$ cat src/rtl/hazard_control_unit_pkg.sv
// Shared types and constants for the pipeline hazard controller.
package hazard_control_unit_pkg;

  // Controller sequencing states.
  typedef enum logic [1:0] {
    RUN      = 2'd0,
    FLUSH    = 2'd1,
    MEM_WAIT = 2'd2
  } state_e;

  // Architectural zero register: never a real dependency.
  localparam logic [4:0] REG_X0 = 5'd0;

  // Per-stage control bundle driven to the pipeline registers.
  typedef struct packed {
    logic pc_write;
    logic if_id_write;
    logic if_id_flush;
    logic id_ex_bubble;
    logic pipe_freeze;
  } ctrl_t;

  // Free-running pipeline: fetch and decode advance, nothing squashed.
  localparam ctrl_t CTRL_RUN = '{pc_write: 1'b1, if_id_write: 1'b1, default: 1'b0};

  // Whole pipeline held while data memory is busy.
  localparam ctrl_t CTRL_FREEZE = '{pipe_freeze: 1'b1, default: 1'b0};

endpackage

$ cat src/rtl/hazard_control_unit_sat_counter.sv
// Saturating up-counter with synchronous clear and asynchronous reset.
module sat_counter #(
  parameter int CNT_W = 16
) (
  input  logic             clk,
  input  logic             rst,
  input  logic             en,
  input  logic             clr,
  output logic [CNT_W-1:0] count
);

  // Count enabled cycles, sticking at all-ones instead of wrapping.
  always_ff @(posedge clk or posedge rst) begin
    if (rst) begin
      count <= '0;
    end else if (clr) begin
      count <= '0;
    end else if (en && (count != '1)) begin
      count <= count + CNT_W'(1);
    end
  end

endmodule

$ cat src/rtl/hazard_control_unit.sv
// Hazard sequencing for the 5-stage core: load-use stalls, taken-branch
// flushes and data-memory wait freezes, plus statistics and a timeout flag.
// Control outputs are Mealy (state + current inputs); while rst is high they
// are forced to the idle RUN values so reset is visible immediately.
module hazard_control_unit
  import hazard_control_unit_pkg::*;
#(
  parameter int FLUSH_CYCLES = 2,
  parameter int MEM_TIMEOUT  = 64,
  parameter int CNT_W        = 16
) (
  input  logic             clk,
  input  logic             rst,
  input  logic             ID_EX_MemRead,
  input  logic [4:0]       ID_EX_RegisterRD,
  input  logic [4:0]       IF_ID_RegisterRS1,
  input  logic [4:0]       IF_ID_RegisterRS2,
  input  logic             Branch_Taken,
  input  logic             EX_MEM_MemAccess,
  input  logic             DMem_Ready,
  output logic             PCWrite,
  output logic             IF_ID_Write,
  output logic             IF_ID_Flush,
  output logic             ID_EX_Bubble,
  output logic             Pipe_Freeze,
  output logic             Mem_Error,
  output logic [CNT_W-1:0] Stall_Count,
  output logic [CNT_W-1:0] Flush_Count,
  output logic [CNT_W-1:0] Wait_Count
);

  localparam int FW = 3;                       // flush counter holds 0..4
  localparam int TW = $clog2(MEM_TIMEOUT + 1); // consecutive-wait run length

  state_e        state, ret_state;
  logic [FW-1:0] flush_cnt, ret_flush_cnt;
  logic [TW-1:0] wait_run;
  ctrl_t         ctrl;
  logic          load_use, mem_stall, stall_inc;

  assign load_use  = ID_EX_MemRead && (ID_EX_RegisterRD != REG_X0) &&
                     ((ID_EX_RegisterRD == IF_ID_RegisterRS1) ||
                      (ID_EX_RegisterRD == IF_ID_RegisterRS2));
  assign mem_stall = EX_MEM_MemAccess && !DMem_Ready;

  // Select this cycle's pipeline controls; memory wait beats branch beats load-use.
  always_comb begin
    ctrl      = CTRL_RUN;
    stall_inc = 1'b0;
    if (!rst) begin
      case (state)
        RUN: begin
          if (mem_stall) begin
            ctrl = CTRL_FREEZE;
          end else if (Branch_Taken) begin
            ctrl.if_id_flush  = 1'b1;
            ctrl.id_ex_bubble = 1'b1;
          end else if (load_use) begin
            ctrl.pc_write     = 1'b0;
            ctrl.if_id_write  = 1'b0;
            ctrl.id_ex_bubble = 1'b1;
            stall_inc         = 1'b1;
          end
        end
        FLUSH: begin
          // ID holds a squashed slot, so load-use is irrelevant here.
          if (mem_stall) begin
            ctrl = CTRL_FREEZE;
          end else begin
            ctrl.if_id_flush  = 1'b1;
            ctrl.id_ex_bubble = Branch_Taken;
          end
        end
        MEM_WAIT: begin
          // EX is held, so branch and load-use are not acted on until release.
          if (!DMem_Ready) ctrl = CTRL_FREEZE;
        end
        default: ctrl = CTRL_RUN;
      endcase
    end
  end

  assign PCWrite      = ctrl.pc_write;
  assign IF_ID_Write  = ctrl.if_id_write;
  assign IF_ID_Flush  = ctrl.if_id_flush;
  assign ID_EX_Bubble = ctrl.id_ex_bubble;
  assign Pipe_Freeze  = ctrl.pipe_freeze;

  // Sequence RUN/FLUSH/MEM_WAIT and track the memory-wait run for the timeout.
  always_ff @(posedge clk or posedge rst) begin
    if (rst) begin
      state         <= RUN;
      ret_state     <= RUN;
      flush_cnt     <= '0;
      ret_flush_cnt <= '0;
      wait_run      <= '0;
      Mem_Error     <= 1'b0;
    end else begin
      case (state)
        RUN: begin
          if (mem_stall) begin
            state         <= MEM_WAIT;
            ret_state     <= RUN;
            ret_flush_cnt <= flush_cnt;
          end else if (Branch_Taken && (FLUSH_CYCLES > 1)) begin
            state     <= FLUSH;
            flush_cnt <= FW'(FLUSH_CYCLES - 1);
          end
        end
        FLUSH: begin
          if (mem_stall) begin
            state         <= MEM_WAIT;
            ret_state     <= FLUSH;
            ret_flush_cnt <= flush_cnt;
          end else if (Branch_Taken) begin
            if (FLUSH_CYCLES > 1) flush_cnt <= FW'(FLUSH_CYCLES - 1);
            else                  state     <= RUN;
          end else if (flush_cnt <= FW'(1)) begin
            state <= RUN;
          end else begin
            flush_cnt <= flush_cnt - FW'(1);
          end
        end
        MEM_WAIT: begin
          if (DMem_Ready) begin
            state     <= ret_state;
            flush_cnt <= ret_flush_cnt;
          end
        end
        default: state <= RUN;
      endcase

      if (ctrl.pipe_freeze) begin
        if (wait_run != TW'(MEM_TIMEOUT)) wait_run <= wait_run + TW'(1);
        if (wait_run == TW'(MEM_TIMEOUT - 1)) Mem_Error <= 1'b1;
      end else begin
        wait_run <= '0;
      end
    end
  end

  sat_counter #(.CNT_W(CNT_W)) u_stall_cnt (
    .clk(clk), .rst(rst), .en(stall_inc), .clr(1'b0), .count(Stall_Count)
  );

  sat_counter #(.CNT_W(CNT_W)) u_flush_cnt (
    .clk(clk), .rst(rst), .en(ctrl.if_id_flush), .clr(1'b0), .count(Flush_Count)
  );

  sat_counter #(.CNT_W(CNT_W)) u_wait_cnt (
    .clk(clk), .rst(rst), .en(ctrl.pipe_freeze), .clr(1'b0), .count(Wait_Count)
  );

endmodule

$ cat config.mk
export PLATFORM = sky130hd
export DESIGN_NAME = hazard_control_unit
export DESIGN_NICKNAME = d
export VERILOG_FILES = /design/src/rtl/hazard_control_unit_pkg.sv /design/src/rtl/hazard_control_unit_sat_counter.sv /design/src/rtl/hazard_control_unit.sv
export SDC_FILE = /design/constraint.sdc
export NUM_CORES = 1
export LEC_CHECK = 0
export BUFFER_PORTS_ARGS = -buffer_cell sky130_fd_sc_hd__buf_2
export CORE_MARGIN = 5
export CORE_UTILIZATION = 52
export CTS_BUF_LIST = sky130_fd_sc_hd__clkbuf_4 sky130_fd_sc_hd__clkbuf_8
export CTS_CLUSTER_DIAMETER = 100
export DETAILED_ROUTE_END_ITERATION = 16
export PLACE_DENSITY = 0.78
export SLEW_MARGIN = 20
export SYNTH_ARGS = -nofsm -noshare
export SYNTH_HDL_FRONTEND = slang
export SYNTH_HIERARCHICAL = 1
export SYNTH_SLANG_ARGS = --single-unit
$ cat constraint.sdc
create_clock -name clk -period 3.1 [get_ports clk]
set_clock_uncertainty 0.05 [all_clocks]
set_input_delay 0.155 -clock clk [delete_from_list [all_inputs] [get_ports clk]]
set_output_delay 0.155 -clock clk [all_outputs]
set_load 0.005 [all_outputs]
Word level (Yosys, flattened, before mapping). Index checks and enable logic that the tools add are counted.

Bits in registers: 66. Input port bits: 21.

$add $sub $neg: 5. Magnitude comparators: 1. Equal/unequal tests: 20. Mux-type cells: 35. Reductions and logical operators: 18.

Operators by type and width (number): $add 16x1->16 const B (3); $ne 16x16->1 const B (3); $mux 2 (12); $mux 3 (6); $pmux 5 s3 (1); $mux 7 (2); $ne 2x2->1 const B (6); $ne 3x3->1 const B (4); $eq 5x5->1 (2); $mux 5 (2); $pmux 3 s3 (1); $mux 1 (8); $add 7x1->7 const B (1); $eq 7x6->1 const B (1); $ne 7x7->1 const B (1); $logic_and 1x1->1 (6); $pmux 2 s3 (1); $reduce_and 6->1 (1); $reduce_bool 5->1 (1); $mux 4 (1); $pmux 2 s2 (1); $reduce_and 2->1 (2); $reduce_and 4->1 (1); $le 3x1->1 const B (1); other kinds (11) (11).

Longest topological paths before layout. Gate-level depths: netlist of the first run.

Depth in word-level cells: 9. Gate-level depth with buffers: 13. Mapped depth without buffers: 10.

Cells and area by module. The synthesis of the first run kept the hierarchy.

By module, submodules not included: sat_counter (instances 3, cells each 101, area each 932.1 µm², seq. area each 400.4 µm²); hazard_control_unit (instances 1, cells each 134, area each 1243.7 µm², seq. area each 425.4 µm²).

Least setup slack after synthesis of the first run. Ideal clock, no wire load.

Path type: reg-to-reg. Start: register state[1]. End: register u_wait_cnt.count[13]. Data arrival time: 2933 ps. Required time: 2973 ps. Slack: 39 ps. Stages on the path, launching flop included: 14. Cells stage by stage: dfrtp_1 > inv_1 > ha_1 > or2_1 > buf_6 > a21oi_2 > or4_4 > buf_6 > inv_1 > clkbuf_2 > nand3_1 > or4_4 > or4_1 > a21oi_1.

Word-level cells in the longest chain between the ends: 4. Elaborated cells on any way between the ends: 6. Those cells by class: 2 x eq/ne; 2 x mux; 2 x reduce/logical.

RTL lines: from (decl) (RTL line hazard_control_unit.sv:35) `state_e state, ret_state;`; from (signal assigned) (RTL line hazard_control_unit.sv:126) `state <= ret_state;`; $eq 2x2->1 (tied with other cells) (RTL line hazard_control_unit.sv:51) `case (state)`; $pmux 5 s3 (*) (RTL line hazard_control_unit.sv:51); $mux 5 (*) (RTL line hazard_control_unit.sv:50) `if (!rst) begin`; via Pipe_Freeze (RTL line hazard_control_unit.sv:25) `output logic Pipe_Freeze,`; $logic_and 1x1->1 (*) (RTL line hazard_control_unit_sat_counter.sv:18) `end else if (en && (count != '1)) begin`; to (signal assigned) (RTL line hazard_control_unit_sat_counter.sv:19) `count <= count + CNT_W'(1);`; to (decl) (RTL line hazard_control_unit_sat_counter.sv:9) `output logic [CNT_W-1:0] count`.

Mark *: on every way through the listed nets, which the timed path passes. The rest lies on a longest branch. A chain may end at the register's enable or synchronous reset.

Worst setup path in the final report of the first run.
Start: register state[0]. End: register u_wait_cnt.count[13].

Word-level cells in the longest chain between the ends: 4. Elaborated cells on any way between the ends: 6. Those cells by class: 2 x eq/ne; 2 x mux; 2 x reduce/logical.

RTL lines (RTL line): $eq 2x2->1 (tied with other cells) (hazard_control_unit.sv:51); $pmux 5 s3 (*) (hazard_control_unit.sv:51); $mux 5 (*) (hazard_control_unit.sv:50); $logic_and 1x1->1 (*) (hazard_control_unit_sat_counter.sv:18).

Mark *: on every way between the ends. The rest lies on a longest branch, timed or not.

==> run metrics, run 1 <==
IO Pins=75; Inserted Diodes=0; Die W=98.1 um; layout net count=548; Reg clk slew, reported paths=0.07 ns; Worst Path Max Fanout=8; TNS Setup=0 ns; largest net degree at the start of global routing=20; critical path required time=3.30 ns; gpl congestion=0.881; total gr overflow=0; max-cap violations=0; sequential cell area=1630 um^2; Placed Instances=606; status=finished, final reports clean; Post-synth EDFFs=0; peak supply drop=0.372 mV; Core Rows=32; multi-input logic area=2240 um^2; Fillers=649; Yosys warning count=6; WP data arrival=3.08 ns; drt pass-1 iters=5; FMAX=347 MHz; postcts setup bufs=0; die area=9630 um^2; mean post-synth cell area=9.25 um^2; Leak Pwr=2.06 nW; Num CTS Buffers=9; asr flop ratio synth=100%; IO buf count=74; worst skew pair latency=0.34 ns; DR DRC count=0; first-pass GRT wire length=16200 um; Max stage delay on crit path=0.50 ns; Final Slew Violations=0; DPL Wire Length=6920 um; Post-DP Area=4490 um^2; ys flop type=dfrtp_1; initial antenna violation count=0; Post-DRT Antenna Nets=0; number of global-route vias before repair=3620; met2 Resource Use GR=32.8%; post-route insts no fill=623; RSZ-0062 raised after global routing=no; Vias/cell=5.89; Die Ht=98.1 um; CP Cell Sequence=inv_1 > ha_1 > a21oi_2 > or4_4 > inv_1 > nand3_1 > or4_4 > or4_1 > a21oi_1; share of layout cells above drive strength 1=24.4%; wire length per cell=15.2 um; CTS Sinks=65; Gate Count Post-Synth=437; HP Class=in -> reg; final instance area=4720 um^2; Initial Utilization=52.8%; power density cells=495 nW/um^2; global routing's busiest layer=met2; CP Class=reg -> reg; synth unique cells=50; H-Tree Depth=3; Initial DRC Count=162; Post-Syn Area=4040 um^2; total global-route track usage=19.9%; Seq/Total Area, Yosys=40.3%; clk root buf=clkbuf_8; Tcrit/Tclk final=92.9%; CP endpoint kind=flop; Slowest-stage cell, CP=or4_4; final setup fails=0; Via Count=3672; met3 Use GR=4.07%; CP Launch Type=flop; GR Util met1=25.3%; flops & latches, synth=65; Final Hold Fails=0; Layout area overhead=16.8%; Max clock buf depth=2; Routed WL=9500 um; Worst-Margin Slew=0.693 ns; max_slew headroom=53.3%; CTS tree=built; minimum clock period=2.88 ns; core box area=7650 um^2
-- logic make-up after synthesis --
| kind of cell | synth area share [%] |
|---|---|
| AND/OR/NAND/NOR | 28.7 |
| XOR/XNOR | 3.69 |
| AO/OA/AOI/OAI | 15.5 |
| multiplexers | 3.78 |
| other | 0.0928 |
| buffers and inverters | 4.58 |
| flip-flops | 40.3 |
| adder cells (fa/ha/maj) | 3.41 |
-- area by class of cell --
cell class              instances  share of cell area, %
multi-input cells             338                   47.4
clock buffers                  11                   2.94
inverters                      20                   1.59
well taps                     102                   2.71
repair buffers                 82                   9.18
clock inverters                 5                   1.70
flip-flops and latches         65                   34.5
-- flip-flops by register name, indices dropped and copies added, names as in the netlist --
name               count
Mem_Error              1
wait_run               7
flush_cnt              3
ret_state              1
state                  2
ret_flush_cnt          3
u_flush_cnt/count     16
u_stall_cnt/count     16
u_wait_cnt/count      16
-- power breakdown --
| part | switching, mW | total (mW) | internal (mW) |
|---|---|---|---|
| Clock | 0.329 | 0.799 | 0.470 |
| Combinational | 0.311 | 0.582 | 0.271 |
| Sequential | 0.0520 | 0.951 | 0.900 |
-- what timing repair did --
action,4_1_cts,5_1_grt
endpoints found under the hold margin,65,0
hold buffers,1,0
resized for setup,0,0
-- worst max-delay path: cells and delay by family (launching register included) --
kind,cells,cell delay [ns]
buffers and inverters,2,0.20
AO/OA/AOI/OAI,2,0.19
AND/OR/NAND/NOR,4,1.60
flip-flops,1,0.42
adder cells (fa/ha/maj),1,0.35
-- cell usage after synthesis, types with 11 or more instances --
library cell / instances / area [um^2]
or4_1: 19 / 143
or3_1: 21 / 131
xor2_1: 14 / 123
nor4_1: 11 / 68.8
nand2_1: 28 / 105
nor2_1: 25 / 93.8
nor3_1: 14 / 70.1
o21ai_0: 19 / 95.1
o31ai_1: 15 / 113
nand4_1: 12 / 75.1
inv_1: 20 / 75.1
dfrtp_1: 65 / 1630
ha_1: 11 / 138
nand3_1: 24 / 120
nor2b_1: 11 / 68.8
a21oi_1: 40 / 200
-- layout by cell type, fill, tap and decap left out, types with 2 or more instances in the layout --
cell and n:
ha_1 11, conb_1 3, a22oi_1 2, nand2b_1 9
buf_4 7, or4_2 3, a31oi_1 3, mux2i_1 4
or3_1 21, inv_1 20, xor2_1 14, nand4_1 12
nand3_1 24, or4_1 19, nand2_1 28, buf_2 74
xnor2_1 3, nor2_1 25, nor3_1 14, o31ai_1 15
a21oi_1 40, nor4_1 11, nor2b_1 11, or3_2 3
clkbuf_8 9, clkbuf_4 2, a32o_1 3, or4_4 4
clkinvlp_4 2, nand4_4 3, o41ai_1 6, and4_1 3
o21ai_0 19, mux2_2 10, bufinv_16 2, dfrtp_1 65
-- layer usage --
layer  part of all wire [%]  routed length [um]
met5                      0                   0
met4                    1.5                 142
met3                    5.4                 510
met2                     50                4700
met1                     44                4140
-- per-stage QoR --
| step | setup WS (ns) | util, % | hold WS, ns | power (mW) |
|---|---|---|---|---|
| 4_1_cts | 0.254 | 61.7 | 0.186 | 2.35 |
| 5_1_grt | 0.114 | 61.7 | 0.199 | 2.48 |
| 3_5_place_dp | 0.276 | 58.7 | 0.305 | 1.54 |
| 6_report | 0.219 | 61.7 | 0.200 | 2.33 |
| 2_1_floorplan | 0.0392 | - | 0.0187 | 1.39 |
| 3_3_place_gp | 0.375 | 58.7 | 0.301 | 1.52 |
-- final timing paths --
check / slack [ns] / end / cells after the start / start
setup reg to reg: 0.22 / u_wait_cnt/count[13] / 9 / state[0]
min in group asynchronous: 0.47 / u_stall_cnt/count[1] / 3 / rst
max in group asynchronous: 2.10 / u_wait_cnt/count[11] / 3 / rst
hold / removal: 0.20 / wait_run[6] / 3 / DMem_Ready
hold reg to reg: 0.44 / Mem_Error / 2 / Mem_Error
setup / recovery: 0.22 / u_wait_cnt/count[13] / 9 / state[0]
Note: power is estimated with default switching activity, not from simulation.
==> run 2: changes to the inputs <==
ABC_AREA = 1   (was unset)
CORE_UTILIZATION = 55   (was 52)
clock period = 3 ns   (was 3.1 ns; I/O delays follow)
==> run 2 against run 1 <==
  * Synthesized cell count is 53% higher
  * Via count increased by 20%
  * Critical path depth increased by 2
  * Hold slack worse by 0.086 ns
  * Core utilization is 2.9 points higher
==> run metrics, run 2 <==
status=finished, final reports clean; switch share=33.1%; IO buf count=74; max-cap violations=0; Initial Utilization=55.7%; Die Ht=101 um; Tcrit/Tclk final=83.6%; final setup fails=0; CTS Sinks=65; Post-synth EDFFs=0; ys flop type=dfrtp_1; Die W=101 um; cell with the most instances after synthesis=nand2_1; CP Launch Point=state[0]; die area=10100 um^2; CP Class=reg -> reg; cells resized by post-CTS repair=0; wire length per cell=12.1 um; Vias/cell=5.09; Gate Count Post-Synth=669; pre-CTS setup slack=0.525 ns; Seq/Total Area, Yosys=36.1%; dominant cell type by area after synthesis=dfrtp_1; gpl congestion=0.879; core box area=8090 um^2; critical path required time=3.19 ns; Layout area overhead=16.0%; commonest non-fill, non-tap cells in the layout=255 x nand2_1, 80 x inv_1, 74 x buf_2, 66 x nor2_1, 65 x dfrtp_1; Worst Path Max Fanout=14; Critical Path Sink=u_flush_cnt/count[12]; Cell Int Power=1.63 mW; Core Rows=33; H-Tree Depth=3; Regs by FF count=u_flush_cnt/count x16, u_stall_cnt/count x16, u_wait_cnt/count x16; sequential share of power=40.7%; Levels on crit path=11; total global-route track usage=21.6%; Max stage delay on crit path=0.50 ns; minimum clock period=2.51 ns; Leak Pwr=2.91 nW; Buf/Inv on CP=3; Slowest-stage cell, CP=nor2_2; top cell type's share of synthesized area=36.1%; Via Count=4421; Num CTS Buffers=9; CP Launch Type=flop; max_slew headroom=58.1%; Worst R2R Setup Slack=0.49 ns; Routed WL=10500 um; asr flop ratio synth=100%; Reg-to-Reg Start=state[0]; post-route insts no fill=868; drt pass-1 iters=6; RSZ-0062 raised after global routing=no; HP Class=in -> reg; worst reg2reg path endpoint=u_flush_cnt/count[12]; Final Hold Fails=0; commonest non-fill, non-tap cell in the layout=nand2_1; initial antenna violation count=0; R2R depth=11; top cells by area, synth=dfrtp_1 36%, nand2_1 21%, inv_1 6.7%; Post-DRT Antenna Nets=0; FMAX=399 MHz; total gr overflow=0; Worst-Margin Slew=0.628 ns; layout net count=790; combinational power share=24.4%; Clock Power Share=34.8%; DPL Wire Length=7870 um; peak supply drop=0.365 mV; number of global-route vias before repair=4150; Post-Syn Area=4510 um^2; clk root buf=clkbuf_8; synth unique cells=35; Final Slew Violations=0; Reg clk slew, reported paths=0.08 ns; flops & latches, synth=65; largest net degree at the start of global routing=18; crit-path leading delay family=simple AND/OR/NAND/NOR gates; share of layout cells above drive strength 1=17.0%; CP endpoint kind=flop; WP data arrival=2.69 ns; mean post-synth cell area=6.74 um^2; final instance area=5230 um^2; NetSw=0.808 mW; final setup margin=0.492 ns; Placed Instances=851; Post-synth top cells=255 x nand2_1, 80 x inv_1, 66 x nor2_1, 65 x dfrtp_1, 41 x nand3_1; DR DRC count=0; CP Cell Sequence=inv_1 > ha_1 > nand2_1 > o21ai_0 > inv_1 > nor2_1 > inv_1 > nor2_2 > nor2_4 > nand2_1 > nand2_1; IO Pins=75; worst skew pair latency=0.34 ns; power density cells=467 nW/um^2; CTS tree=built; Post-DP Area=4990 um^2; Yosys warning count=6; Initial DRC Count=134; first-pass GRT wire length=18200 um; Inserted Diodes=0; TNS Setup=0 ns; Max clock buf depth=2
## run 2: changes by cell type after synthesis, sizes merged, moves of 15 or more
cell	before	now
or3	24	0
a21oi	41	10
or4	26	0
o31ai	15	0
nor2	25	85
nand4	15	35
nand2	28	265
inv	20	86
nand3	24	42
## run 2: how the worst min path moves through the flow
stage	startpoint	end	depth (start not counted)
floorplan	rst	u_flush_cnt/count[0]	1
global placement	rst	ret_flush_cnt[0]	3
detailed placement	rst	ret_flush_cnt[0]	3
CTS	EX_MEM_MemAccess	ret_state[0]	3
global route	EX_MEM_MemAccess	ret_state[0]	3
finish	EX_MEM_MemAccess	ret_state[0]	3
## run 2: final cells by class
cell class,instances,area (um^2)
timing repair buffer,76,388
sequential,65,1630
clock inverter,5,78.8
inverter,89,334
clock buffer,11,145
fill,760,2870
tap,105,131
multi-input combinational,517,2520
## run 2: cells by family (layout without fill, tap and decap cells)
family,Yosys count,in the layout,share of synthesized area (%)
other,1,13,0.0832
XOR/XNOR,14,14,2.72
flip-flops,65,65,36.1
AO/OA/AOI/OAI,38,38,4.69
buffers and inverters,99,181,8.91
adder cells (fa/ha/maj),11,11,3.05
AND/OR/NAND/NOR,441,441,44.4
## run 2: layer usage
metal	GRT usage, %	wire (um)
met2	34.8	4940
met3	4.22	529
met4	7.25	149
met5	0	0
met1	29.2	4910
## run 2: worst min-delay path: stages
cell and delay (ns):
buf_2 0.11, nand2_2 0.11, o21ai_0 0.08
## run 2: what timing repair did
item / in CTS / in global routing
hold endpoints to repair: 65 / 0
hold buffers: 1 / 0
setup buffers: 0 / 0
## run 2: power by group through the flow
stage	clock network [mW]	logic (mW)	registers, mW
2_1_floorplan	0	0.462	0.997
3_3_place_gp	0	0.570	1.00
3_5_place_dp	0	0.590	1.01
4_1_cts	0.860	0.593	0.993
5_1_grt	0.910	0.678	1.00
6_report	0.851	0.596	0.995
## run 2: stage by stage
step           util (%)  total power [mW]  hold WS, ns
5_1_grt            64.6              2.59        0.113
4_1_cts            64.6              2.45        0.106
6_report           64.6              2.44        0.115
2_1_floorplan         -              1.46       0.0137
3_3_place_gp       61.7              1.57        0.221
3_5_place_dp       61.7              1.60        0.224
==> run 3: changes to the inputs <==
CORE_UTILIZATION = 53   (was 55)
PLACE_DENSITY = 0.79   (was 0.78)
clock period = 2.3 ns   (was 3 ns; I/O delays follow)
==> run 3 against run 2 <==
  * Core utilization is 0.96 points lower
  * Critical path depth is 1 higher
  * Wire length is 0.86% higher
  * Global-route usage is 0.15 points lower
  * First-iteration DRC count is 57% higher
  * Via count is 0.75% higher
  * Non-clock buffer count is 4 higher
  * Critical endpoint is now u_stall_cnt/count[8]
==> run metrics, run 3 (same netlist as run 2, synthesis figures left out) <==
status=finished, final reports clean; Leak Pwr=2.93 nW; Reg clk slew, reported paths=0.07 ns; peak supply drop=0.531 mV; first-pass GRT wire length=18500 um; RSZ-0062 raised after global routing=no; drt pass-1 iters=5; Layout area overhead=16.6%; worst skew pair latency=0.34 ns; worst hold slack=0.0567 ns; commonest non-fill, non-tap cell in the layout=nand2_1; TNS Setup=0 ns; Max clock buf depth=2; commonest non-fill, non-tap cells in the layout=255 x nand2_1, 80 x inv_1, 74 x buf_2, 65 x dfrtp_1, 64 x nor2_1; Vias/cell=5.11; CTS tree=built; IO Pins=75; number of global-route vias before repair=4185; core box area=8260 um^2; Via Count=4454; post-route insts no fill=872; met3 WL post-DR=531 um; total gr overflow=0; multi-input logic area=2540 um^2; minimum clock period=2.09 ns; share of layout cells above drive strength 1=18.1%; Clock Power Share=31.2%; DR DRC count=0; switch share=33.8%; clk root buf=clkbuf_8; max-cap violations=0; critical path required time=2.48 ns; max_slew headroom=57.0%; Post-DRT Antenna Nets=0; final setup fails=0; CTS Sinks=65; Final Slew Violations=0; Final Hold Fails=0; Worst Path Max Fanout=12; WL met2=5150 um; Initial Utilization=54.6%; Initial DRC Count=211; Regs by FF count=u_flush_cnt/count x16, u_stall_cnt/count x16, u_wait_cnt/count x16; largest net degree at the start of global routing=18; Fillers=744; Die W=102 um; Placed Instances=854; power density cells=585 nW/um^2; WP data arrival=2.27 ns; sequential share of power=42.1%; NetSw=1.04 mW; CP Cell Sequence=inv_1 > ha_2 > nand2_1 > nor2_2 > nand2_1 > nor2_1 > inv_1 > nor2_2 > buf_4 > nand2_1 > nand2_1 > nor2_1; Worst-Margin Slew=0.645 ns; Tcrit/Tclk final=90.9%; CP endpoint kind=flop; Slowest-stage cell, CP=dfrtp_1; total global-route track usage=21.4%; Max stage delay on crit path=0.42 ns; met1 wire length=4800 um; Die Ht=102 um; CP Launch Type=flop; pre-CTS setup slack=0.108 ns; H-Tree Depth=3; CP dominant cell by count=nand2_1; Core Rows=33; final setup margin=0.209 ns; FMAX=478 MHz; gpl congestion=0.901; CP Class=reg -> reg; die area=10400 um^2; combinational power share=26.7%; DPL Wire Length=7950 um; crit-path leading delay family=simple AND/OR/NAND/NOR gates; Inserted Diodes=0; Routed WL=10600 um; sequential cell area=1630 um^2; layout net count=794; total power=3.08 mW; HP Class=in -> reg; initial antenna violation count=0; Cell Int Power=2.04 mW; Num CTS Buffers=9; max layer used=met4; wire length per cell=12.2 um; IO buf count=74; Buf/Inv on CP=3
-- run 3: cell count changes in the layout (fill, tap and decap cells not counted), sizes merged --
cell    delta
bufinv     -2
clkinv     -1
clkbuf     +3
buf        +4
-- run 3: final timing paths --
check / slack (ns) / cells after the start / from / endpoint
min in group asynchronous: 0.37 / 4 / rst / ret_flush_cnt[2]
worst max-delay path: 0.21 / 12 / state[0] / u_stall_cnt/count[8]
worst min-delay path: 0.06 / 3 / EX_MEM_MemAccess / ret_state[0]
worst min register to register: 0.44 / 2 / ret_flush_cnt[1] / ret_flush_cnt[1]
worst max register to register: 0.21 / 12 / state[0] / u_stall_cnt/count[8]
max in group asynchronous: 1.37 / 3 / rst / u_stall_cnt/count[10]
-- run 3: power groups by stage --
stage                     clock network (mW)  registers [mW]  logic (mW)
final                                  0.958            1.30       0.822
after floorplan                            0            1.30       0.602
after detailed placement                   0            1.31       0.785
after global routing                    1.03            1.31       0.957
after CTS                              0.984            1.29       0.791
after global placement                     0            1.31       0.757
-- run 3: worst register-to-register path, delay by kind of cell (launching register included) --
| family | cells | cell delay [ns] |
|---|---|---|
| adders and majority gates | 1 | 0.22 |
| buffers and inverters | 3 | 0.45 |
| DFF | 1 | 0.42 |
| and+or+nand+nor | 8 | 0.85 |
-- run 3: stage by stage --
| stage | util (%) | area [um^2] |
|---|---|---|
| after CTS | 63.2 | 5220 |
| after global placement | 60.7 | 5020 |
| after global routing | 63.6 | 5260 |
| after floorplan | - | 4550 |
| after detailed placement | 60.7 | 5020 |
| final | 63.6 | 5260 |
-- run 3: repair_timing --
item	in CTS	in global routing
hold buffers	1	0
endpoints found under the setup margin	0	38
gates resized for setup	0	6
hold endpoints to repair	65	0
setup buffers	0	1
-- run 3: routing by layer --
layer | track usage, % | vias to the layer above
met2 | 35.6 | 113
li1 | - | 2282
met5 | 0 | -
met3 | 3.00 | 13
met4 | 7.77 | 0
met1 | 28.6 | 2046
-- run 3: cell type report --
cell class | count | share of cell area (%)
multi-input cells | 517 | 48.3
flip-flops and latches | 65 | 31.0
repair buffers | 80 | 8.19
inverters | 89 | 6.36
clock buffers | 14 | 3.55
well taps | 105 | 2.50
clock inverters | 2 | 0.190
